$ cat src/rtl/alu_share_ctrl_pkg.sv
// Shared ALU definitions: opcode encodings and flag bit positions.
// Used by the ALU, the decoder and the ALU sharing front end.
package alu_share_ctrl_pkg;

  typedef enum logic [2:0] {
    ALU_ADD = 3'b000,
    ALU_SUB = 3'b001,
    ALU_AND = 3'b010,
    ALU_OR  = 3'b011,
    ALU_XOR = 3'b100,
    ALU_SHL = 3'b101,
    ALU_SHR = 3'b110,
    ALU_PASS = 3'b111
  } alu_op_e;

  localparam int unsigned FLAG_N = 0;
  localparam int unsigned FLAG_V = 1;
  localparam int unsigned FLAG_Z = 2;
  localparam int unsigned FLAG_W = 3;

endpackage

$ cat src/rtl/alu_share_ctrl_rr_arb2.sv
// Two-way round-robin arbiter; the priority pointer moves past the winner
// only when the grant is actually taken.
module rr_arb2 (
  input  logic       clk,
  input  logic       rst,
  input  logic [1:0] req,
  input  logic       advance,
  output logic [1:0] gnt
);

  logic prio;

  always_ff @(posedge clk or posedge rst) begin
    if (rst) begin
      prio <= 1'b0;
    end else if (advance) begin
      prio <= ~gnt[1];
    end
  end

  always_comb begin
    gnt = req;
    if (&req) begin
      gnt = prio ? 2'b10 : 2'b01;
    end
  end

endmodule

$ cat src/rtl/alu_share_ctrl.sv
// Shares one combinational ALU between the execute stage and the
// address/branch-compare unit; owns the response slot and the N/V/Z flags.
module alu_share_ctrl
  import alu_share_ctrl_pkg::*;
#(
  parameter int unsigned W    = 16,
  parameter int unsigned NREQ = 2
) (
  input  logic              clk,
  input  logic              rst,
  input  logic [1:0]        req_valid,
  output logic [1:0]        req_ready,
  input  logic [2:0]        req_op0,
  input  logic [2:0]        req_op1,
  input  logic [W-1:0]      req_a0,
  input  logic [W-1:0]      req_a1,
  input  logic [W-1:0]      req_b0,
  input  logic [W-1:0]      req_b1,
  input  logic              req_upd0,
  input  logic              req_upd1,
  output logic [1:0]        rsp_valid,
  input  logic [1:0]        rsp_ready,
  output logic [W-1:0]      rsp_data,
  output logic [FLAG_W-1:0] rsp_flags,
  output logic [FLAG_W-1:0] flags,
  output logic [2:0]        alu_op,
  output logic [W-1:0]      alu_in1,
  output logic [W-1:0]      alu_in2,
  output logic [FLAG_W-1:0] alu_flag_in,
  input  logic [W-1:0]      alu_out,
  input  logic [FLAG_W-1:0] alu_flag
);

  logic [1:0]      gnt;
  logic [NREQ-1:0] drain_hit;
  logic            drain;
  logic            free;
  logic            acc;
  logic            sel;
  logic            upd_sel;

  // A ready bit without a matching valid bit is ignored by the mask.
  assign drain_hit = rsp_valid & rsp_ready;
  assign drain     = |drain_hit;
  assign free      = ~|rsp_valid | drain;
  assign req_ready = gnt & {2{free & ~rst}};
  assign acc       = |(req_valid & req_ready);

  rr_arb2 u_arb (
    .clk     (clk),
    .rst     (rst),
    .req     (req_valid),
    .advance (acc),
    .gnt     (gnt)
  );

  // With no grant sel stays 0, so requester 0 drives the (don't-care) ALU inputs.
  always_comb begin
    sel     = gnt[1];
    alu_op  = sel ? req_op1  : req_op0;
    alu_in1 = sel ? req_a1   : req_a0;
    alu_in2 = sel ? req_b1   : req_b0;
    upd_sel = sel ? req_upd1 : req_upd0;
  end

  assign alu_flag_in = flags;

  always_ff @(posedge clk or posedge rst) begin
    if (rst) begin
      rsp_valid <= '0;
      rsp_data  <= '0;
      rsp_flags <= '0;
      flags     <= '0;
    end else if (acc) begin
      rsp_valid <= gnt;
      rsp_data  <= alu_out;
      rsp_flags <= alu_flag;
      if (upd_sel) begin
        flags <= alu_flag;
      end
    end else if (drain) begin
      rsp_valid <= '0;
    end
  end

endmodule

$ cat config.mk
export PLATFORM = sky130hd
export DESIGN_NAME = alu_share_ctrl
export DESIGN_NICKNAME = d
export VERILOG_FILES = /design/src/rtl/alu_share_ctrl_pkg.sv /design/src/rtl/alu_share_ctrl_rr_arb2.sv /design/src/rtl/alu_share_ctrl.sv
export SDC_FILE = /design/constraint.sdc
export NUM_CORES = 1
export LEC_CHECK = 0
export ABC_AREA = 1
export ABC_CLOCK_PERIOD_IN_PS = 1600
export CAP_MARGIN = 30
export CELL_PAD_IN_SITES_DETAIL_PLACEMENT = 0
export CELL_PAD_IN_SITES_GLOBAL_PLACEMENT = 1
export CORE_MARGIN = 2
export CORE_UTILIZATION = 17
export DETAILED_ROUTE_END_ITERATION = 6
export HOLD_SLACK_MARGIN = 0.03
export PLACE_DENSITY_LB_ADDON = 0.1
export RECOVER_POWER = 25
export SLEW_MARGIN = 20
export SYNTH_ARGS = -nofsm -noshare
export SYNTH_HDL_FRONTEND = slang
export SYNTH_HIERARCHICAL = 1
export SYNTH_SLANG_ARGS = --single-unit
export TNS_END_PERCENT = 30
$ cat constraint.sdc
create_clock -name clk -period 1.6 [get_ports clk]
set_input_delay 0.4 -clock clk [delete_from_list [all_inputs] [get_ports clk]]
set_output_delay 0.4 -clock clk [all_outputs]
set_load 0.01 [all_outputs]
==> flow_metrics.tcl, run 1 <==
set metrics [dict create \
    status "finished with violations" \
    violations "negative setup slack" \
    end_kind "output pin" \
    ant_nets 0 \
    synth_area_leader_cell "dfrtp_1" \
    drt_iter0_drc 21 \
    dr.pass1.iters 4 \
    layout_common_cells "nand2_1, clkdlybuf4s50_1, nand2_2" \
    crit_fanout 6 \
    total_leakage_power_nw 2.03 \
    start_util_pct 17.3 \
    worst_pin_slew_ns 0.201 \
    fin_crit_ns 1.78 \
    power_per_cell_area_mw_per_mm2 1160 \
    cts_sinks 25 \
    die_h_um 103 \
    skew_ns 0.00793 \
    r2r_setup_slack_ns -0.07 \
    route.detailed.drc 0 \
    synthArstFlopShare_pct 100 \
    route.detailed.wl_per_inst_um 12.4 \
    drv_slew 0 \
    cts-root-buf "clkbuf_8" \
    die-area_sq_mm 0.0106 \
    period_share_pct 111 \
    final_layout_size_suffix_gt1_share_pct 30.4 \
    synth_flop_cell "dfrtp_1" \
    clk_pin_slew_worst_paths_ns 0.09 \
    synth_area_sq_mm 0.00167 \
    register_area_sq_um 626 \
    hp-class "in -> async" \
    fillers 1049 \
    ys_top_cells_by_area "dfrtp_1, nand2_1, nand2_2" \
    gp_congestion 0.747 \
    drt-total-wl_mm 6.98 \
    via_per_inst 3.89 \
    num_io_pins 161 \
    fin_nets 529 \
    synth_top_area_share_pct 37.4 \
    final_common_cell "nand2_1" \
    grt_use_total_pct 12.8 \
    cp-start-kind "flip-flop" \
    synth_edf_count 0 \
    avgSynthCellArea_sq_um 6.71 \
    yosys_warnings 6 \
    synth_cells 249 \
    htreeDepth 1 \
    antenna_found_initial 0 \
    layout_setup_ws_ns -0.182 \
    grt_pass1_wl_mm 10.6 \
    io_buffers 160 \
    clk_path_buf_depth 2 \
    timing.fmax_mhz 561 \
    cap_violations 0 \
    setup_violations 38 \
    num_antenna_cells 0 \
    fin_area_sq_mm 0.00375 \
    area_growth_pct 125 \
    grt_max_degree 27 \
    yosys_register_bits 25 \
    syn_nets 346 \
    placed_area_sq_mm 0.00353 \
    startpoint "u_arb/prio" \
    num_rows 36 \
    vias 2192 \
    cp.arrival_ns 1.38 \
    regToRegStartpoint "u_arb/prio" \
    yosysUniqueCellTypes 16 \
    cts_tree "done" \
    maxSlewHeadroom_pct 86.6 \
    ctsHoldBuffers 0 \
    rsz0062_at_grt "yes" \
    synth.yosys.seq_area_share_pct 37.4 \
    grt_pass1_vias 2174 \
    multiInputGateArea_sq_um 986 \
    coreArea_sq_mm 0.00964 \
    irDropWorstVdd_uv 458 \
    final_hold_viol_count 0 \
    required_ns 1.20 \
    grt_overflow_total 0 \
    die_w_um 103 \
    clk_latency_ns 0.27 \
    hpwl_mm 5.40 \
    numCtsBuffers 3 \
    setup.worst_path.class "reg -> out" \
    place_ws_ns -0.923 \
]
## critical path, stage by stage (launching register included)
cell     delay [ns]
dfrtp_1        0.42
nand2_2        0.10
nand2_4        0.07
inv_4          0.06
buf_6          0.12
buf_16         0.13
nand2_2        0.04
nand2_1        0.04
buf_2          0.12
## routing by layer
layer / part of all wire (%) / GRT usage [%] / wire length [um]
met1: 38 / 14.4 / 2630
met2: 50 / 22.9 / 3480
met3: 12 / 4.81 / 825
met4: 0.66 / 3.04 / 46
met5: 0 / 0 / 0
## cells by family (layout without fill, tap and decap cells)
logic type / after synthesis / in the layout / synth area share, %
DFF: 25 / 25 / 37.4
and+or+nand+nor: 198 / 198 / 53.1
buffers and inverters: 25 / 207 / 9.13
AOI/OAI and AO/OA: 1 / 1 / 0.299
## cell type report
| class | instances | area share [%] |
|---|---|---|
| Clock buffer | 3 | 1.10 |
| Multi-Input combinational cell | 199 | 26.3 |
| Timing Repair Buffer | 194 | 50.4 |
| Tap cell | 133 | 4.43 |
| Clock inverter | 1 | 0.133 |
| Inverter | 9 | 1.00 |
| Sequential cell | 25 | 16.7 |
## path summary, 6_finish.rpt
path                       cells after the start             end
setup / recovery                               8      alu_in1[3]
hold / removal                                 2      u_arb/prio
setup reg to reg                              12      u_arb/prio
hold reg to reg                                2  alu_flag_in[1]
max in group asynchronous                      3     rsp_data[0]
min in group clk                               2  alu_flag_in[1]
## per-stage QoR
stage	hold WS [ns]	std cells	TNS (ns)	util [%]	power, mW
6_report	0.108	564	-6.15	38.9	4.37
5_1_grt	0.105	564	-11.30	38.9	4.79
4_1_cts	0.121	565	-7.24	37.6	4.40
3_5_place_dp	0.495	547	-44.29	36.6	3.98
3_3_place_gp	0.493	547	-43.61	36.6	3.99
2_1_floorplan	0.129	249	0	-	2.33
## synth_stat cells, types with 2 or more instances
| library cell | n |
|---|---|
| nor2_1 | 2 |
| dfrtp_1 | 25 |
| clkbuf_1 | 3 |
| nand4_1 | 2 |
| buf_12 | 2 |
| buf_2 | 6 |
| inv_1 | 8 |
| nand3_1 | 23 |
| nand2_2 | 22 |
| nand2_1 | 145 |
| buf_4 | 5 |
| nand4_4 | 2 |
## flip-flops by register name, summed over array words and instances, names as in the netlist
signal       flops
u_arb/prio       1
rsp_data        16
alu_flag_in      3
rsp_flags        3
rsp_valid        2
## power breakdown
part	switching [mW]	internal (mW)	total (mW)
registers	0.177	0.929	1.11
clock network	0.205	0.174	0.380
logic	1.31	1.57	2.88
total	1.70	2.67	4.37
## timing repair
| item | 4_1_cts | 5_1_grt |
|---|---|---|
| buffers inserted | 14 | 0 |
| cloned | 2 | 0 |
| pin swaps | 4 | 7 |
| endpoints found under the setup margin | 71 | 71 |
| resized for setup | 196 | 46 |
No activity file was read; power rests on OpenSTA's default activity.
==> run 2, diff against run 1 <==
- CORE_UTILIZATION: 17 -> 16
- SYNTH_HIERARCHICAL: 1 -> not set
==> flow_metrics.tcl, run 2 <==
set metrics [dict create \
    final_common_cell "nand2_1" \
    final_cells 548 \
    maxSlewHeadroom_pct 56.1 \
    coreArea_sq_mm 0.00968 \
    yosysUniqueCellTypes 16 \
    status "finished with violations" \
    end_kind "output pin" \
    drt-total-wl_mm 7.06 \
    die_h_um 103 \
    register_area_sq_um 627 \
    rsz0062_at_grt "yes" \
    ant_nets 0 \
    synth_flop_cell "dfrtp_1" \
    avgSynthCellArea_sq_um 6.62 \
    fin_crit_ns 1.90 \
    drv_slew 0 \
    yosysMostFrequentCell "nand2_1" \
    critPathSlowestCell "dfrtp_1" \
    ys_top_cells_by_count "nand2_1, dfrtp_1, nand3_1" \
    cp_top_family "buffers and inverters" \
    grt_max_degree 26 \
    hp-class "reg -> reg" \
    synth_area_leader_cell "dfrtp_1" \
    synth_area_sq_mm 0.00158 \
    via_per_inst 3.84 \
    synthArstFlopShare_pct 100 \
    route.detailed.drc 0 \
    path_buf_inv 5 \
    synth.yosys.seq_area_share_pct 39.5 \
    layout_common_cells "nand2_1, clkdlybuf4s50_1, buf_2" \
    num_antenna_cells 0 \
    vias 2107 \
    final_layout_size_suffix_gt1_share_pct 26.0 \
    syn_nets 336 \
    synth_top_area_share_pct 39.5 \
    route.detailed.wl_per_inst_um 12.9 \
    crit_chain "inv_2 > a21boi_4 > buf_12 > inv_8 > buf_12 > nand2_1 > nand2_1 > buf_2" \
    irDropWorstVdd_uv 547 \
    antenna_found_initial 0 \
    cap_violations 0 \
    ys_top_cells_by_area "dfrtp_1, nand2_1, nand3_1" \
    placed_area_sq_mm 0.00349 \
    violations "negative setup slack" \
    fin_nets 513 \
    cts-root-buf "clkbuf_8" \
    r2r_setup_slack_ns 0.05 \
    clk_path_buf_depth 2 \
    crit_fanout 19 \
    die_w_um 103 \
    final_hold_viol_count 0 \
    largest_register_ffs 16 \
    cp-start-kind "flip-flop" \
    skew_ns 0.00485 \
    ctsHoldBuffers 0 \
    clk_latency_ns 0.27 \
    setup.worst_path.class "reg -> out" \
    fin_area_sq_mm 0.00360 \
    yosys_warnings 0 \
    grt_use_total_pct 12.1 \
    timing.fmax_mhz 525 \
    numCtsBuffers 3 \
    slowest_delay_ns 0.39 \
    fillers 1028 \
    synth_edf_count 0 \
    grt_pass1_vias 2028 \
    num_rows 36 \
    place_ws_ns -0.845 \
    grt_pass1_wl_mm 10.2 \
    gp_congestion 0.754 \
    dr.max_layer_used "met4" \
    num_io_pins 161 \
    grt_overflow_total 0 \
    route.met2.wl_mm 3.30 \
    largest-register "rsp_data" \
    synth_cells 239 \
    power_mw 4.21 \
    period_share_pct 119 \
    cts_tree "done" \
    cts_sinks 25 \
    worst_pin_slew_ns 0.658 \
    post-route-util_pct 37.2 \
    total_leakage_power_nw 1.96 \
    area_growth_pct 128 \
    hpwl_mm 5.28 \
    wl_met1_mm 2.94 \
    setup_violations 37 \
    met3_length_um 736 \
    io_buffers 160 \
    die-area_sq_mm 0.0107 \
    htreeDepth 1 \
    dr.pass1.iters 4 \
    start_util_pct 16.3 \
    layout_setup_ws_ns -0.303 \
    multiInputGateArea_sq_um 902 \
    power_per_cell_area_mw_per_mm2 1170 \
    clk_pin_slew_worst_paths_ns 0.10 \
    dp.cells 538 \
    drt_iter0_drc 45 \
    yosys_register_bits 25 \
    cp.arrival_ns 1.50 \
    required_ns 1.20 \
]
==> run 2: worst reg2reg max path: stages, from the launching register on <==
cell	delay, ns
dfrtp_1	0.42
inv_2	0.09
a21boi_4	0.06
buf_12	0.15
buf_12	0.13
nand3_4	0.08
buf_12	0.18
nand2_8	0.08
buf_4	0.14
nand3_1	0.06
nand2_1	0.05
==> run 2: final timing paths <==
check                               startpoint             end  cells past startpoint
worst max-delay path                u_arb.prio      alu_in1[1]                      8
worst min-delay path            alu_flag_in[1]  alu_flag_in[1]                      2
worst max register to register      u_arb.prio  alu_flag_in[2]                     10
worst min register to register  alu_flag_in[1]  alu_flag_in[1]                      2
max in group asynchronous                  rst  alu_flag_in[2]                      3
min in group asynchronous                  rst     rsp_data[5]                      3
==> run 2: kinds of logic after synthesis <==
logic type	synth area share, %
simple gates	49.5
flops	39.5
buf+inv	8.78
compound gates	2.21
==> run 2: layer usage <==
metal,up-vias,global-route usage (%)
li1,1084,-
met5,-,0
met1,913,14.9
met2,104,21.6
met4,0,3.34
met3,6,2.28
==> run 2: repair_timing <==
item,4_1_cts,5_1_grt
setup buffers,3,2
resized for setup,186,43
pin swaps,2,6
cloned,1,1
setup endpoints to repair,76,71
==> run 2: layout make-up <==
cell class	instances	share of cell area, %
multi-input combinational	190	25.0
timing repair buffer	188	50.5
tap	133	4.62
sequential	25	17.4
clock inverter	1	0.139
clock buffer	3	1.15
inverter	8	1.15
==> run 2: per-stage QoR <==
step	setup TNS, ns	hold WS [ns]
floorplan	-0.0440	0.316
global placement	-43.42	0.478
detailed placement	-43.84	0.496
CTS	-10.75	0.511
global route	-14.06	0.546
finish	-10.30	0.498
==> run 2: power breakdown <==
part | leakage (nW) | switching (mW) | internal [mW]
sequential | 0.309 | 0.186 | 0.936
combinational | 1.62 | 1.25 | 1.44
clock | 0.0255 | 0.222 | 0.175
==> run 3, diff against run 2 <==
- SLEW_MARGIN: 20 -> not set
==> results of run 3 <==
The final DEF is identical to that of run 2; final timing and power are the same.
